[config.mk]
export PLATFORM = sky130hd
export DESIGN_NAME = vga_timing_controller
export DESIGN_NICKNAME = d
export VERILOG_FILES = /design/src/rtl/vga_timing_controller.sv
export SDC_FILE = /design/constraint.sdc
export NUM_CORES = 1
export LEC_CHECK = 0
export ABC_AREA = 1
export BUFFER_PORTS_ARGS = -buffer_cell sky130_fd_sc_hd__buf_2
export CORE_UTILIZATION = 35
export DETAILED_ROUTE_END_ITERATION = 16
export SYNTH_ARGS = -nofsm -noshare
export SYNTH_HDL_FRONTEND = slang
export SYNTH_SLANG_ARGS = --single-unit
[constraint.sdc]
create_clock -name clk -period 1.8 [get_ports clk]
set_clock_uncertainty 0.15 [all_clocks]
set_input_delay 0.27 -clock clk [delete_from_list [all_inputs] [get_ports clk]]
set_output_delay 0.27 -clock clk [all_outputs]
set_load 0.02 [all_outputs]
[src/rtl/vga_timing_controller.sv]
// vga_timing_controller
//
// Raster timing for a 640x480@60 Hz VGA display. A clock divider produces the
// pixel rate; horizontal/vertical counters walk the 800x525 raster. The counters
// drive the graphics generator. Its colour comes back on pixelColor and is
// registered, blanked outside the visible area, and aligned with hsync/vsync.
//
// Optional build macro: VGA_TEST_PATTERN_EN
//   When defined, the testPatternSel input is added. With testPatternSel=1 the
//   visible colour is eight 80-pixel vertical colour bars instead of pixelColor.
//
// Ports:
//   clk            in   system clock (100 MHz)
//   rst_n          in   asynchronous active-low reset
//   pixelColor     in   {R,G,B} 4 bits each for the current counters
//   testPatternSel in   colour-bar select (only with VGA_TEST_PATTERN_EN)
//   horizCount     out  current pixel column, 0..H_TOTAL-1
//   vertCount      out  current line, 0..V_TOTAL-1
//   pixelTick      out  one-clk pulse on the cycle the counters advance
//   displayActive  out  counters are inside the visible area (combinational)
//   frameStart     out  one-clk pulse as the counters wrap to (0,0)
//   hsync, vsync   out  active-low syncs, registered
//   vgaRed/Green/Blue out registered, blanked colour
module vga_timing_controller #(
  parameter int unsigned CLK_DIV   = 4,
  parameter int unsigned H_VISIBLE = 640,
  parameter int unsigned H_FP      = 16,
  parameter int unsigned H_SYNC    = 96,
  parameter int unsigned H_BP      = 48,
  parameter int unsigned V_VISIBLE = 480,
  parameter int unsigned V_FP      = 10,
  parameter int unsigned V_SYNC    = 2,
  parameter int unsigned V_BP      = 33
) (
  input  logic        clk,
  input  logic        rst_n,
  input  logic [11:0] pixelColor,
`ifdef VGA_TEST_PATTERN_EN
  input  logic        testPatternSel,
`endif
  output logic [9:0]  horizCount,
  output logic [9:0]  vertCount,
  output logic        pixelTick,
  output logic        displayActive,
  output logic        frameStart,
  output logic        hsync,
  output logic        vsync,
  output logic [3:0]  vgaRed,
  output logic [3:0]  vgaGreen,
  output logic [3:0]  vgaBlue
);

  localparam int unsigned HTotal = H_VISIBLE + H_FP + H_SYNC + H_BP;
  localparam int unsigned VTotal = V_VISIBLE + V_FP + V_SYNC + V_BP;
  localparam int unsigned DivW   = (CLK_DIV > 1) ? $clog2(CLK_DIV) : 1;

  localparam logic [DivW-1:0] DivLast = DivW'(CLK_DIV - 1);
  localparam logic [9:0] HLast   = 10'(HTotal - 1);
  localparam logic [9:0] VLast   = 10'(VTotal - 1);
  localparam logic [9:0] HVis    = 10'(H_VISIBLE);
  localparam logic [9:0] VVis    = 10'(V_VISIBLE);
  localparam logic [9:0] HsFirst = 10'(H_VISIBLE + H_FP);
  localparam logic [9:0] HsLast  = 10'(H_VISIBLE + H_FP + H_SYNC - 1);
  localparam logic [9:0] VsFirst = 10'(V_VISIBLE + V_FP);
  localparam logic [9:0] VsLast  = 10'(V_VISIBLE + V_FP + V_SYNC - 1);

  logic [DivW-1:0] div_q, div_d;
  logic            tick_q, tick_d;
  logic [9:0]      h_q, h_d;
  logic [9:0]      v_q, v_d;
  logic            frame_q, frame_d;
  logic            hs_q, hs_d;
  logic            vs_q, vs_d;
  logic [11:0]     rgb_q, rgb_d;
  logic            active;
  logic [11:0]     colour_src;

`ifdef VGA_TEST_PATTERN_EN
  // Bar index = column / 80, built from compares rather than a divider.
  function automatic logic [11:0] bar_colour(logic [9:0] h);
    logic [2:0] idx;
    idx = 3'd0;
    for (int k = 1; k < 8; k++) begin
      if (h >= 10'(80 * k)) idx = 3'(k);
    end
    return {{4{idx[2]}}, {4{idx[1]}}, {4{idx[0]}}};
  endfunction

  assign colour_src = testPatternSel ? bar_colour(h_q) : pixelColor;
`else
  assign colour_src = pixelColor;
`endif

  assign active = (h_q < HVis) && (v_q < VVis);

  always_comb begin
    div_d   = (div_q == DivLast) ? '0 : div_q + 1'b1;
    // Registered tick is high exactly while the divider sits at its last value.
    tick_d  = (div_d == DivLast);
    h_d     = h_q;
    v_d     = v_q;
    frame_d = 1'b0;
    hs_d    = hs_q;
    vs_d    = vs_q;
    rgb_d   = rgb_q;
    if (tick_q) begin
      if (h_q == HLast) begin
        h_d = '0;
        if (v_q == VLast) begin
          v_d     = '0;
          frame_d = 1'b1;
        end else begin
          v_d = v_q + 10'd1;
        end
      end else begin
        h_d = h_q + 10'd1;
      end
      // Output stage samples the pre-advance position: one pixel of latency.
      hs_d  = !((h_q >= HsFirst) && (h_q <= HsLast));
      vs_d  = !((v_q >= VsFirst) && (v_q <= VsLast));
      rgb_d = active ? colour_src : 12'h000;
    end
  end

  always_ff @(posedge clk or negedge rst_n) begin
    if (!rst_n) begin
      div_q   <= '0;
      tick_q  <= 1'b0;
      h_q     <= '0;
      v_q     <= '0;
      frame_q <= 1'b0;
      hs_q    <= 1'b1;
      vs_q    <= 1'b1;
      rgb_q   <= 12'h000;
    end else begin
      div_q   <= div_d;
      tick_q  <= tick_d;
      h_q     <= h_d;
      v_q     <= v_d;
      frame_q <= frame_d;
      hs_q    <= hs_d;
      vs_q    <= vs_d;
      rgb_q   <= rgb_d;
    end
  end

  assign horizCount    = h_q;
  assign vertCount     = v_q;
  assign pixelTick     = tick_q;
  assign displayActive = active;
  assign frameStart    = frame_q;
  assign hsync         = hs_q;
  assign vsync         = vs_q;
  assign vgaRed        = rgb_q[11:8];
  assign vgaGreen      = rgb_q[7:4];
  assign vgaBlue       = rgb_q[3:0];

endmodule
Yosys cells after proc, flatten, opt, wreduce, memory -nomap -nowiden
Cells that the tools add are included.
Word-level totals
  register bits after elaboration: 38
  input port bits: 14
  output and inout bits: 37
  word-level logic and storage cells: 34
Operators by class
  $add $sub $neg: 3
  order comparisons: 6
  eq/ne operators: 4
  muxes and demuxes: 7
  reduce and logical (&&, ||, !) cells: 6
Operators with widths (number)
  adder 10 x 1 -> 10 bit (second input constant): 2
  == test 10 bit (second input constant): 2
  2-to-1 mux 10 bit: 2
  2-to-1 mux 12 bit: 1
  >= comparator 10 bit (second input constant): 1
  >= comparator 10 x 9 -> 1 bit (second input constant): 1
  <= comparator 10 bit (second input constant): 1
  <= comparator 10 x 9 -> 1 bit (second input constant): 1
  less-than comparator 10 bit (second input constant): 1
  less-than comparator 10 x 9 -> 1 bit (second input constant): 1
  == test 2 bit (second input constant): 2
  logical AND 1 bit: 3
  2-to-1 mux 1 bit: 3
  adder 2 x 1 -> 2 bit (second input constant): 1
  logical NOT 1 bit: 2
  2-to-1 mux 2 bit: 1
  AND reduction 2 bit: 1

Longest topological paths before layout
Gate-level depths: netlist (run 1).
  depth after elaboration: 4
  gate-level depth with buffers: 9
  depth with buffers taken out: 9

Worst setup path before layout (run 1)
No wires, ideal clock.
  kind: register to register
  from: reg h_q[1] (netlist: horizCount[1])
  to: reg h_q[5] (netlist: horizCount[5])
  library setup time: 120 ps
  arrival: 1384 ps
  required time: 1530 ps
  path slack: 146 ps
  stages on the path, launching flop included: 8
  path buffers: 0
  period minus slack after synthesis: 1654 ps
  cells stage by stage: dfrtp_1 -> ha_1 -> nand2_1 -> nor2_4 -> nand3_1 -> or2_1 -> o21ai_0 -> nor2_1
Between the ends
  longest elaborated chain between the ends: 2
  elaborated cells on any way between the ends: 3
  those cells by class: add/sub (1); eq/ne (1); mux (1)
Ends and longest elaborated chain
  start: declaration: line 69  | logic [9:0] h_q, h_d;
  start signal: assignment: line 129  | h_q <= '0;
  start signal: assignment: line 138  | h_q <= h_d;
  adder 10 x 1 -> 10 bit or == test 10 bit (tied branches): line 116, 107
  2-to-1 mux 10 bit *: line 107  | if (h_q == HLast) begin
Mark *: on every way between the ends. The rest lies on a longest branch, timed or not.
A chain may end at the register's enable or synchronous reset.

Final worst setup path (run 1)
  from: reg h_q[9] (netlist: horizCount[9])
  to: out displayActive
Between the ends
  longest elaborated chain between the ends: 2
Ends and longest elaborated chain
  less-than comparator 10 bit: line 94  | assign active = (h_q < HVis) && (v_q < VVis);
  logical AND 1 bit: line 94
  end: declaration: line 44  | output logic displayActive,
Every way passes these cells.

==> impl_metrics.py, run 1 <==
metrics = {
    "route": {
        "first_pass_iters": 4,
        "drc_errors": 0,
        "vias": 1872,
        "wirelength_mm": 4.80,
        "wl_per_cell_um": 12.2,
        "drt_iter0_markers": 94,
        "final_antenna_net_count": 0,
        "vias_per_cell": 4.76,
    },
    "yosys": {
        "synth_fp_nets": 269,
        "yosys.area.top_type": "dfrtp_1",
        "synth_commonest_cells": "74 x nand2_1, 36 x dfrtp_1, 27 x nor2_1, 24 x inv_1, 20 x o21ai_0",
        "synth.distinct_cells": 33,
        "syn_inst": 249,
        "netlist_area_sq_um": 2000,
        "syn_avg_cell_area_sq_um": 8.02,
        "synth_flop_cell": "dfrtp_1",
        "yosysSeqAreaShare": 0.477,
        "synth_top_area_frac": 0.451,
        "synth-seq-cells": 38,
        "async_reset_ff_frac": 1.00,
        "synth_edf_count": 0,
        "yosysWarnings": 0,
        "ys_top_cells_by_area": "dfrtp_1 45%, nand2_1 14%, nor2_1 5.1%",
        "yosysMostFrequentCell": "nand2_1",
    },
    "die": {
        "dieArea_sq_um": 6010,
        "die_y_um": 77.5,
        "die_w_um": 77.5,
        "ios": 51,
        "core_area_sq_um": 5510,
        "start_util": 0.363,
        "fp-row-count": 27,
    },
    "global_route": {
        "grt_usage": 0.171,
        "grt_max_degree": 19,
        "grt_pass1_vias": 1708,
        "grt_pass1_wl_mm": 8.04,
        "gr-total-overflow": 0,
        "antenna_found_initial": 0,
    },
    "critical_path": {
        "reg2reg_slack_ns": 0.08,
        "arrival_ns": 1.33,
        "criticalPathCategory": "flip-flop to output port",
        "worst_setup_path_end_kind": "output port",
        "cp-start-kind": "flip-flop",
        "cp_cell_sequence": "nand2_2 -> nand3_1 -> or2_1 -> inv_1 -> buf_6",
        "cp_max_fo": 5,
        "cp.buffers_inverters": 2,
        "reg2reg_depth": 8,
        "cpPeakStageDelay_ns": 0.46,
        "worstSetupPathDepth": 5,
        "crit_required_ns": 1.38,
        "cp_slowest_cell": "dfrtp_2",
        "critPathTopFamily": "flip-flops",
    },
    "finish": {
        "diodes": 0,
        "final_util": 0.476,
        "seq_area_sq_um": 961,
        "multi_input_area_sq_um": 921,
        "drive_gt1_frac": 0.312,
        "areaGrowthSynthToFinish_pct": 31.2,
        "nets": 340,
        "fillers": 553,
    },
    "clock_network": {
        "cts_tree": "yes",
        "clk_pin_slew_ns": 0.08,
        "cts_inserted_buffers": 5,
        "cts_max_level": 2,
        "clock-root-buffer": "clkbuf_8",
        "clockBufferDepth": 2,
        "numClockSinks": 38,
        "clkLatencyLatePin_ns": 0.29,
    },
    "sta": {
        "worst_pin_slew_ns": 0.318,
        "drv_slew": 0,
        "period_share": 0.970,
        "relSlewSlack": 0.788,
        "setup_viol_count_final": 0,
        "finalHoldViolCount": 0,
        "max_freq_mhz": 573,
        "rsz0062_at_grt": "yes",
        "fin_crit_ns": 1.75,
    },
    "hold_path": {
        "min_path_cells": 3,
        "hold_class": "input port to flip-flop",
    },
    "flow_run": {
        "drv_cap": 0,
    },
    "run_status": {
        "status": "complete, no violations",
    },
    "placement": {
        "hpwlAfterDp_mm": 3.48,
        "gp_congestion": 0.896,
        "port_buffers": 50,
    },
    "pwr": {
        "power_density_nw_per_um2": 697,
        "leakage_nw": 1.36,
        "ir_drop_uv": 305,
        "power_mw": 1.83,
    },
}
==> final timing paths <==
| kind | to | from |
|---|---|---|
| worst max-delay path | displayActive | horizCount[9] |
| max in group asynchronous | hsync | rst_n |
| min in group asynchronous | horizCount[4] | rst_n |
| worst min-delay path | rgb_q[5] | pixelColor[5] |
| worst min register to register | div_q[0] | div_q[0] |
| worst max register to register | vertCount[3] | horizCount[0] |
==> final cells by class <==
cell class | instances | area share
tap | 72 | 0.0344
timing repair buffer | 69 | 0.153
multi-input combinational | 179 | 0.351
inverter | 27 | 0.0415
clock buffer | 5 | 0.0263
clock inverter | 3 | 0.0263
sequential | 38 | 0.367
==> placed cells by master (no fill, tap or decap), types with 3 or more instances in the layout <==
cell type,Yosys,final
buf_2,0,49
buf_4,2,18
clkbuf_8,0,5
dfrtp_1,36,30
dfrtp_2,0,6
ha_1,6,6
inv_1,24,24
nand2_1,74,72
nand3_1,18,18
nand4_1,7,7
nor2_1,27,26
nor3_1,3,3
o21ai_0,20,20
o21ai_2,3,3
xnor2_1,3,3
==> per-layer routing <==
layer,up-vias,wire length [um],global-route usage
met4,0,56,0.0604
met2,52,2210,0.264
met1,874,2290,0.230
met3,6,238,0.0459
met5,-,0,0
li1,940,-,-
==> through the flow <==
stage	setup WS [ns]	setup TNS (ns)	cell area [sq um]	hold slack, ns	std cells
3_3_place_gp	0.153	0	2390	0.0306	377
3_5_place_dp	0.139	0	2390	0.0360	377
5_1_grt	-0.0152	-0.0259	2620	0.0626	393
6_report	0.0533	0	2620	0.0684	393
4_1_cts	0.00103	0	2550	0.0625	386
2_1_floorplan	0.146	0	2000	-0.176	249
==> state kept, by name (all words and copies together), names as in the netlist <==
register	cells
div_q	2
pixelTick	1
hsync	1
vsync	1
frameStart	1
vertCount	10
rgb_q	12
horizCount	10
==> kinds of logic (layout without fill, tap and decap cells) <==
group / Yosys count / count (layout) / share of synthesized area
buffers and inverters: 32 / 104 / 0.0677
and+or+nand+nor: 140 / 140 / 0.316
AOI/OAI and AO/OA: 29 / 29 / 0.0833
DFF: 38 / 38 / 0.477
xor gates and xnor gates: 4 / 4 / 0.0175
adders and majority gates: 6 / 6 / 0.0376
==> worst reg2reg max path, stage by stage (launching register included) <==
cell and delay [ns]:
dfrtp_1 0.41, ha_1 0.19, nand2_1 0.11, nor2_4 0.22, nand3_4 0.13, nor2_8 0.20
inv_6 0.09, nand2_1 0.08, o21ai_2 0.05
==> report_power, final <==
part           internal, mW  switching, mW
registers             0.867        0.00593
clock network         0.555          0.321
logic                0.0290         0.0486
total                  1.45          0.375
==> timing repair <==
action,4_1_cts,5_1_grt
pin swaps,0,4
buffers inserted,0,7
hold endpoints to repair,10,0
hold buffers,1,0
gates cloned,0,0
endpoints found under the setup margin,1,3
resized for setup,5,7
Note: power is estimated with default switching activity, not from simulation.
==> run 2, diff against run 1 <==
--- a/config.mk
+++ b/config.mk
@@ -5,9 +5,9 @@
 export SDC_FILE = /design/constraint.sdc
 export NUM_CORES = 1
 export LEC_CHECK = 0
-export ABC_AREA = 1
 export BUFFER_PORTS_ARGS = -buffer_cell sky130_fd_sc_hd__buf_2
 export CORE_UTILIZATION = 35
+export CTS_CLUSTER_SIZE = 8
 export DETAILED_ROUTE_END_ITERATION = 16
 export SYNTH_ARGS = -nofsm -noshare
 export SYNTH_HDL_FRONTEND = slang
==> run 2 against run 1 <==
Against the previous run: non-clock buffer count is 3 lower; combinational power rose by 2%; hold slack got worse by 0.0097 ns; synthesized area down 10%; largest power group unchanged.
==> impl_metrics.py, run 2 <==
metrics = {
    "run_status": {
        "status": "complete, no violations",
    },
    "flow_run": {
        "drv_cap": 0,
    },
    "critical_path": {
        "cp_slowest_cell": "dfrtp_1",
        "criticalPathCategory": "flip-flop to flip-flop",
        "cp-start-kind": "flip-flop",
        "arrival_ns": 1.80,
        "crit_required_ns": 1.87,
        "worst_setup_path_end_kind": "flip-flop",
        "cp_max_fo": 7,
        "critPathTopFamily": "simple AND/OR/NAND/NOR gates",
        "cp_cell_sequence": "and4b_2 -> nand4_4 -> or4_1 -> a21oi_1",
        "cp.buffers_inverters": 0,
        "cpPeakStageDelay_ns": 0.48,
    },
    "clock_network": {
        "clkLatencyLatePin_ns": 0.29,
        "cts_max_level": 2,
        "cts_inserted_buffers": 5,
        "clockBufferDepth": 2,
        "numClockSinks": 38,
        "clk_pin_slew_ns": 0.08,
        "cts_tree": "yes",
        "clock-root-buffer": "clkbuf_8",
    },
    "yosys": {
        "async_reset_ff_frac": 1.00,
        "synthMuxAreaShare": 0.00560,
        "yosysWarnings": 0,
        "synth_commonest_cells": "36 x dfrtp_1, 19 x inv_1, 19 x nand2_1, 12 x o22ai_1, 11 x nor2_1",
        "syn_avg_cell_area_sq_um": 10.1,
        "ys_top_cells_by_area": "dfrtp_1 50%, ha_1 4.2%, o22ai_1 4.2%",
        "yosysSeqAreaShare": 0.533,
        "synth_compound_area_frac": 0.0777,
        "synth-xor-area-share": 0.0637,
        "netlist_area_sq_um": 1790,
        "synth_fp_nets": 197,
        "synth_top_area_frac": 0.504,
        "synth.distinct_cells": 34,
        "synth_flop_cell": "dfrtp_1",
        "yosys.area.top_type": "dfrtp_1",
        "syn_inst": 177,
        "synth-simple-area-share": 0.210,
        "synth-seq-cells": 38,
        "yosys.area_share.adder": 0.0420,
        "synth_top_family_by_area": "simple AND/OR/NAND/NOR gates",
        "yosysMostFrequentCell": "dfrtp_1",
        "synth_edf_count": 0,
    },
    "global_route": {
        "grt_pass1_vias": 1367,
        "grt_max_degree": 39,
        "grt_usage": 0.155,
        "antenna_found_initial": 0,
        "gr-total-overflow": 0,
        "grt_pass1_wl_mm": 6.35,
    },
    "finish": {
        "areaGrowthSynthToFinish_pct": 33.3,
        "final_cell_mix": "49 x buf_2, 30 x dfrtp_1, 19 x inv_1, 19 x nand2_1, 15 x buf_4",
        "top_register": "rgb_q",
        "seq_area_sq_um": 961,
        "largest_reg_flops": 12,
        "diodes": 0,
        "final_util": 0.495,
        "nets": 262,
        "finalInstanceArea_sq_um": 2380,
        "layout_commonest_cell": "buf_2",
        "drive_gt1_frac": 0.374,
        "fillers": 487,
        "multi_input_area_sq_um": 746,
    },
    "sta": {
        "finalHoldViolCount": 0,
        "period_share": 0.962,
        "drv_slew": 0,
        "fin_crit_ns": 1.73,
        "worst_pin_slew_ns": 0.484,
        "fin_tns_setup_ns": 0,
        "setup_viol_count_final": 0,
        "max_freq_mhz": 578,
        "rsz0062_at_grt": "no",
        "relSlewSlack": 0.677,
        "holdWs_ns": 0.0587,
        "setup_ws_ns": 0.0688,
    },
    "placement": {
        "port_buffers": 50,
        "gp_congestion": 0.809,
        "place_ws_ns": 0.0690,
        "hpwlAfterDp_mm": 2.78,
        "detailed_place.area_sq_um": 2190,
    },
    "die": {
        "core_area_sq_um": 4820,
        "start_util": 0.371,
        "die_y_um": 73.5,
        "die_w_um": 73.5,
        "dieArea_sq_um": 5400,
        "ios": 51,
        "fp-row-count": 25,
    },
    "route": {
        "vias_per_cell": 4.65,
        "wirelength_mm": 3.97,
        "wl_per_cell_um": 12.8,
        "vias": 1443,
        "final_antenna_net_count": 0,
        "drc_errors": 0,
        "first_pass_iters": 4,
        "drt_iter0_markers": 64,
    },
    "pwr": {
        "ir_drop_uv": 386,
        "power_density_nw_per_um2": 778,
        "leakage_nw": 1.18,
    },
    "hold_path": {
        "hold_class": "input port to flip-flop",
    },
}
## run 2: cell count changes in the layout (fill, tap and decap cells not counted), sizes merged, moves of 3 or more
| cell | delta |
|---|---|
| and3 | +6 |
| buf | -3 |
| inv | -8 |
| nand2 | -56 |
| nand3 | -10 |
| nor2 | -18 |
| o21ai | -16 |
| o22ai | +12 |
| or2 | -3 |
| xor2 | +7 |
## run 2: final cells by class
type | instances | area share
Clock inverter | 2 | 0.0252
Multi-Input combinational cell | 112 | 0.313
Sequential cell | 38 | 0.403
Tap cell | 67 | 0.0352
Clock buffer | 6 | 0.0346
Timing Repair Buffer | 66 | 0.159
Inverter | 19 | 0.0299
## run 2: path summary, 6_finish.rpt
kind                                     from            end  slack (ns)  depth (start not counted)
worst max register to register  horizCount[8]   vertCount[9]        0.07                          4
worst min register to register       div_q[0]       div_q[0]        0.31                          1
worst min-delay path            pixelColor[7]       rgb_q[7]        0.06                          3
max in group asynchronous               rst_n  horizCount[1]        0.74                          3
min in group asynchronous               rst_n       rgb_q[6]        0.40                          3
worst max-delay path            horizCount[8]   vertCount[9]        0.07                          4
## run 2: what timing repair did
item                       in CTS  in global routing
gates cloned                    0                  0
resized for setup               1                 10
hold endpoints to repair       36                  0
pin swaps                       0                  2
setup endpoints to repair       1                  5
hold buffers                    1                  0
setup buffers                   0                  1
## run 2: worst reg2reg max path, cell delays in order, from the launching register on
cell	delay, ns
dfrtp_1	0.48
and4b_2	0.37
nand4_4	0.13
or4_1	0.41
a21oi_1	0.13
## run 2: kinds of logic (layout without fill, tap and decap cells)
family,Yosys count,count (layout)
DFF,38,38
AOI/OAI and AO/OA,24,24
and+or+nand+nor,68,68
muxes,1,1
buffers and inverters,27,93
xor gates and xnor gates,13,13
adders and majority gates,6,6
## run 2: power breakdown
part	leakage (nW)	total [mW]	internal, mW	switching, mW
Sequential	0.472	0.873	0.867	0.00629
Combinational	0.638	0.0789	0.0296	0.0494
Clock	0.0714	0.901	0.591	0.310
Total	1.18	1.85	1.49	0.366
## run 2: per-stage QoR
step	std cells	total power [mW]
3_3_place_gp	300	0.969
5_1_grt	310	1.92
6_report	310	1.85
3_5_place_dp	300	0.970
2_1_floorplan	177	0.920
4_1_cts	309	1.88
## run 2: metal layers
| metal | GRT usage | vias up | part of all wire |
|---|---|---|---|
| met5 | 0 | - | 0 |
| met4 | 0.0513 | 0 | 0.0093 |
| met3 | 0.0439 | 5 | 0.048 |
| met2 | 0.232 | 31 | 0.46 |
| met1 | 0.215 | 675 | 0.48 |
| li1 | - | 732 | - |
==> run 3, diff against run 2 <==
--- a/config.mk
+++ b/config.mk
@@ -9,6 +9,7 @@
 export CORE_UTILIZATION = 35
 export CTS_CLUSTER_SIZE = 8
 export DETAILED_ROUTE_END_ITERATION = 16
+export PLACE_DENSITY = 0.62
 export SYNTH_ARGS = -nofsm -noshare
 export SYNTH_HDL_FRONTEND = slang
 export SYNTH_SLANG_ARGS = --single-unit
==> run 3 against run 2 <==
Against the previous run: cell count grew 0.65%; sequential cell count is the same; count of clock-buffer cells in the layout is the same; first-iteration DRC count grew 9.4%; clock power shrank 31%; setup slack gained 0.024 ns; sequential share of layout area grew 0.30 points; hold slack is essentially flat; combinational power grew 2%; register-to-register slack gained 0.02 ns; sequential power is essentially flat.
==> impl_metrics.py, run 3 (synthesis results as in run 2) <==
metrics = {
    "sta": {
        "setup_ws_ns": 0.0929,
        "setup_viol_count_final": 0,
        "max_freq_mhz": 586,
        "fin_crit_ns": 1.71,
        "fin_tns_setup_ns": 0,
        "drv_slew": 0,
        "finalHoldViolCount": 0,
        "period_share": 0.948,
        "holdWs_ns": 0.0588,
        "worst_pin_slew_ns": 0.501,
        "relSlewSlack": 0.666,
    },
    "finish": {
        "fin_cells": 312,
        "areaGrowthSynthToFinish_pct": 32.3,
        "top_register": "rgb_q",
        "nets": 264,
        "diodes": 0,
        "largest_reg_flops": 12,
        "finalInstanceArea_sq_um": 2370,
        "layout_commonest_cell": "buf_2",
        "drive_gt1_frac": 0.392,
        "fillers": 475,
        "final_cell_mix": "49 x buf_2, 30 x dfrtp_1, 19 x nand2_1",
    },
    "route": {
        "wl_met1_mm": 1.96,
        "maxUsedRoutingLayer": "met4",
        "vias": 1467,
        "first_pass_iters": 4,
        "drt_iter0_markers": 70,
        "vias_per_cell": 4.70,
        "wl_per_cell_um": 12.9,
        "wl_met2_mm": 1.87,
        "final_antenna_net_count": 0,
        "wirelength_mm": 4.01,
        "wl_met3_um": 117,
        "drc_errors": 0,
    },
    "hold_path": {
        "whs_endpoint": "rgb_q[9]",
        "min_path_cells": 3,
        "hold_class": "input port to flip-flop",
        "hold_path.startpoint": "pixelColor[9]",
    },
    "run_status": {
        "status": "complete, no violations",
    },
    "die": {
        "dieArea_sq_um": 5400,
        "fp-row-count": 25,
        "ios": 51,
        "start_util": 0.371,
        "core_area_sq_um": 4820,
        "die_w_um": 73.5,
        "die_y_um": 73.5,
    },
    "critical_path": {
        "cp_max_fo": 5,
        "cp_slowest_cell": "or4_4",
        "arrival_ns": 1.78,
        "crit_required_ns": 1.88,
        "r2r_end": "vertCount[9]",
        "r2r-start": "horizCount[1]",
        "cpPeakStageDelay_ns": 0.44,
        "cp_cell_sequence": "ha_4 -> and4_4 -> nand4_4 -> or4_4 -> a21oi_2",
        "critPathTopFamily": "simple AND/OR/NAND/NOR gates",
        "reg2reg_slack_ns": 0.09,
        "reg2reg_depth": 5,
        "worst_setup_path_end_kind": "flip-flop",
        "cp-start-kind": "flip-flop",
        "cp.buffers_inverters": 0,
        "criticalPathCategory": "flip-flop to flip-flop",
    },
    "global_route": {
        "grt_max_degree": 25,
        "grt_pass1_vias": 1290,
        "antenna_found_initial": 0,
        "grt_usage": 0.156,
        "gr-total-overflow": 0,
        "grt_pass1_wl_mm": 6.31,
    },
    "clock_network": {
        "cts_inserted_buffers": 5,
        "numClockSinks": 38,
        "cts_max_level": 2,
        "clkLatencyLatePin_ns": 0.29,
        "clock-root-buffer": "clkbuf_8",
        "clockBufferDepth": 2,
        "cts_tree": "yes",
        "clk_pin_slew_ns": 0.08,
    },
    "pwr": {
        "power_density_nw_per_um2": 665,
        "leakage_nw": 1.17,
        "ir_drop_uv": 306,
    },
    "placement": {
        "dp.cells": 302,
        "place_ws_ns": 0.0543,
        "gp_congestion": 0.795,
        "detailed_place.area_sq_um": 2210,
        "hpwlAfterDp_mm": 2.90,
        "port_buffers": 50,
    },
    "flow_run": {
        "drv_cap": 0,
    },
}
## run 3: worst register-to-register path: stages, from the launching register on
cell	delay (ns)
dfrtp_2	0.41
ha_4	0.16
and4_4	0.26
nand4_4	0.11
or4_4	0.44
a21oi_2	0.12
## run 3: report_power, final
group / internal (mW) / switching, mW
clock network: 0.308 / 0.311
logic: 0.0309 / 0.0497
registers: 0.867 / 0.00618
## run 3: through the flow
stage	utilization	total power, mW
after floorplan	-	0.920
after global placement	0.458	0.970
after detailed placement	0.458	0.971
after CTS	0.480	1.60
after global routing	0.491	1.64
final	0.491	1.57
## run 3: what timing repair did
item,in CTS,in global routing
endpoints found under the setup margin,1,6
hold buffers,1,0
setup buffers,0,1
resized for setup,1,15
endpoints found under the hold margin,19,0
## run 3: cell type report
type | instances | area [sq um] | share of cell area
Clock buffer | 6 | 82.6 | 0.0349
Clock inverter | 2 | 12.5 | 0.00529
Inverter | 19 | 71.3 | 0.0301
Multi-Input combinational cell | 112 | 753 | 0.318
Sequential cell | 38 | 961 | 0.406
Tap cell | 67 | 83.8 | 0.0354
Timing Repair Buffer | 68 | 402 | 0.170
## run 3: how the worst max path moves through the flow
stage | slack (ns) | startpoint | cells past startpoint | endpoint
floorplan | 0.03 | horizCount[1] | 6 | vertCount[9]
global placement | 0.12 | horizCount[1] | 5 | vertCount[9]
detailed placement | 0.05 | vertCount[1] | 6 | vertCount[4]
CTS | 0.008 | horizCount[7] | 5 | displayActive
global route | -0.008 | vertCount[8] | 4 | displayActive
finish | 0.09 | horizCount[1] | 5 | vertCount[9]
## run 3: routing by layer
metal  vias up  global-route usage
met5         -                   0
met4         0              0.0641
met3         7              0.0343
met2        28               0.226
met1       691               0.223
li1        741                   -
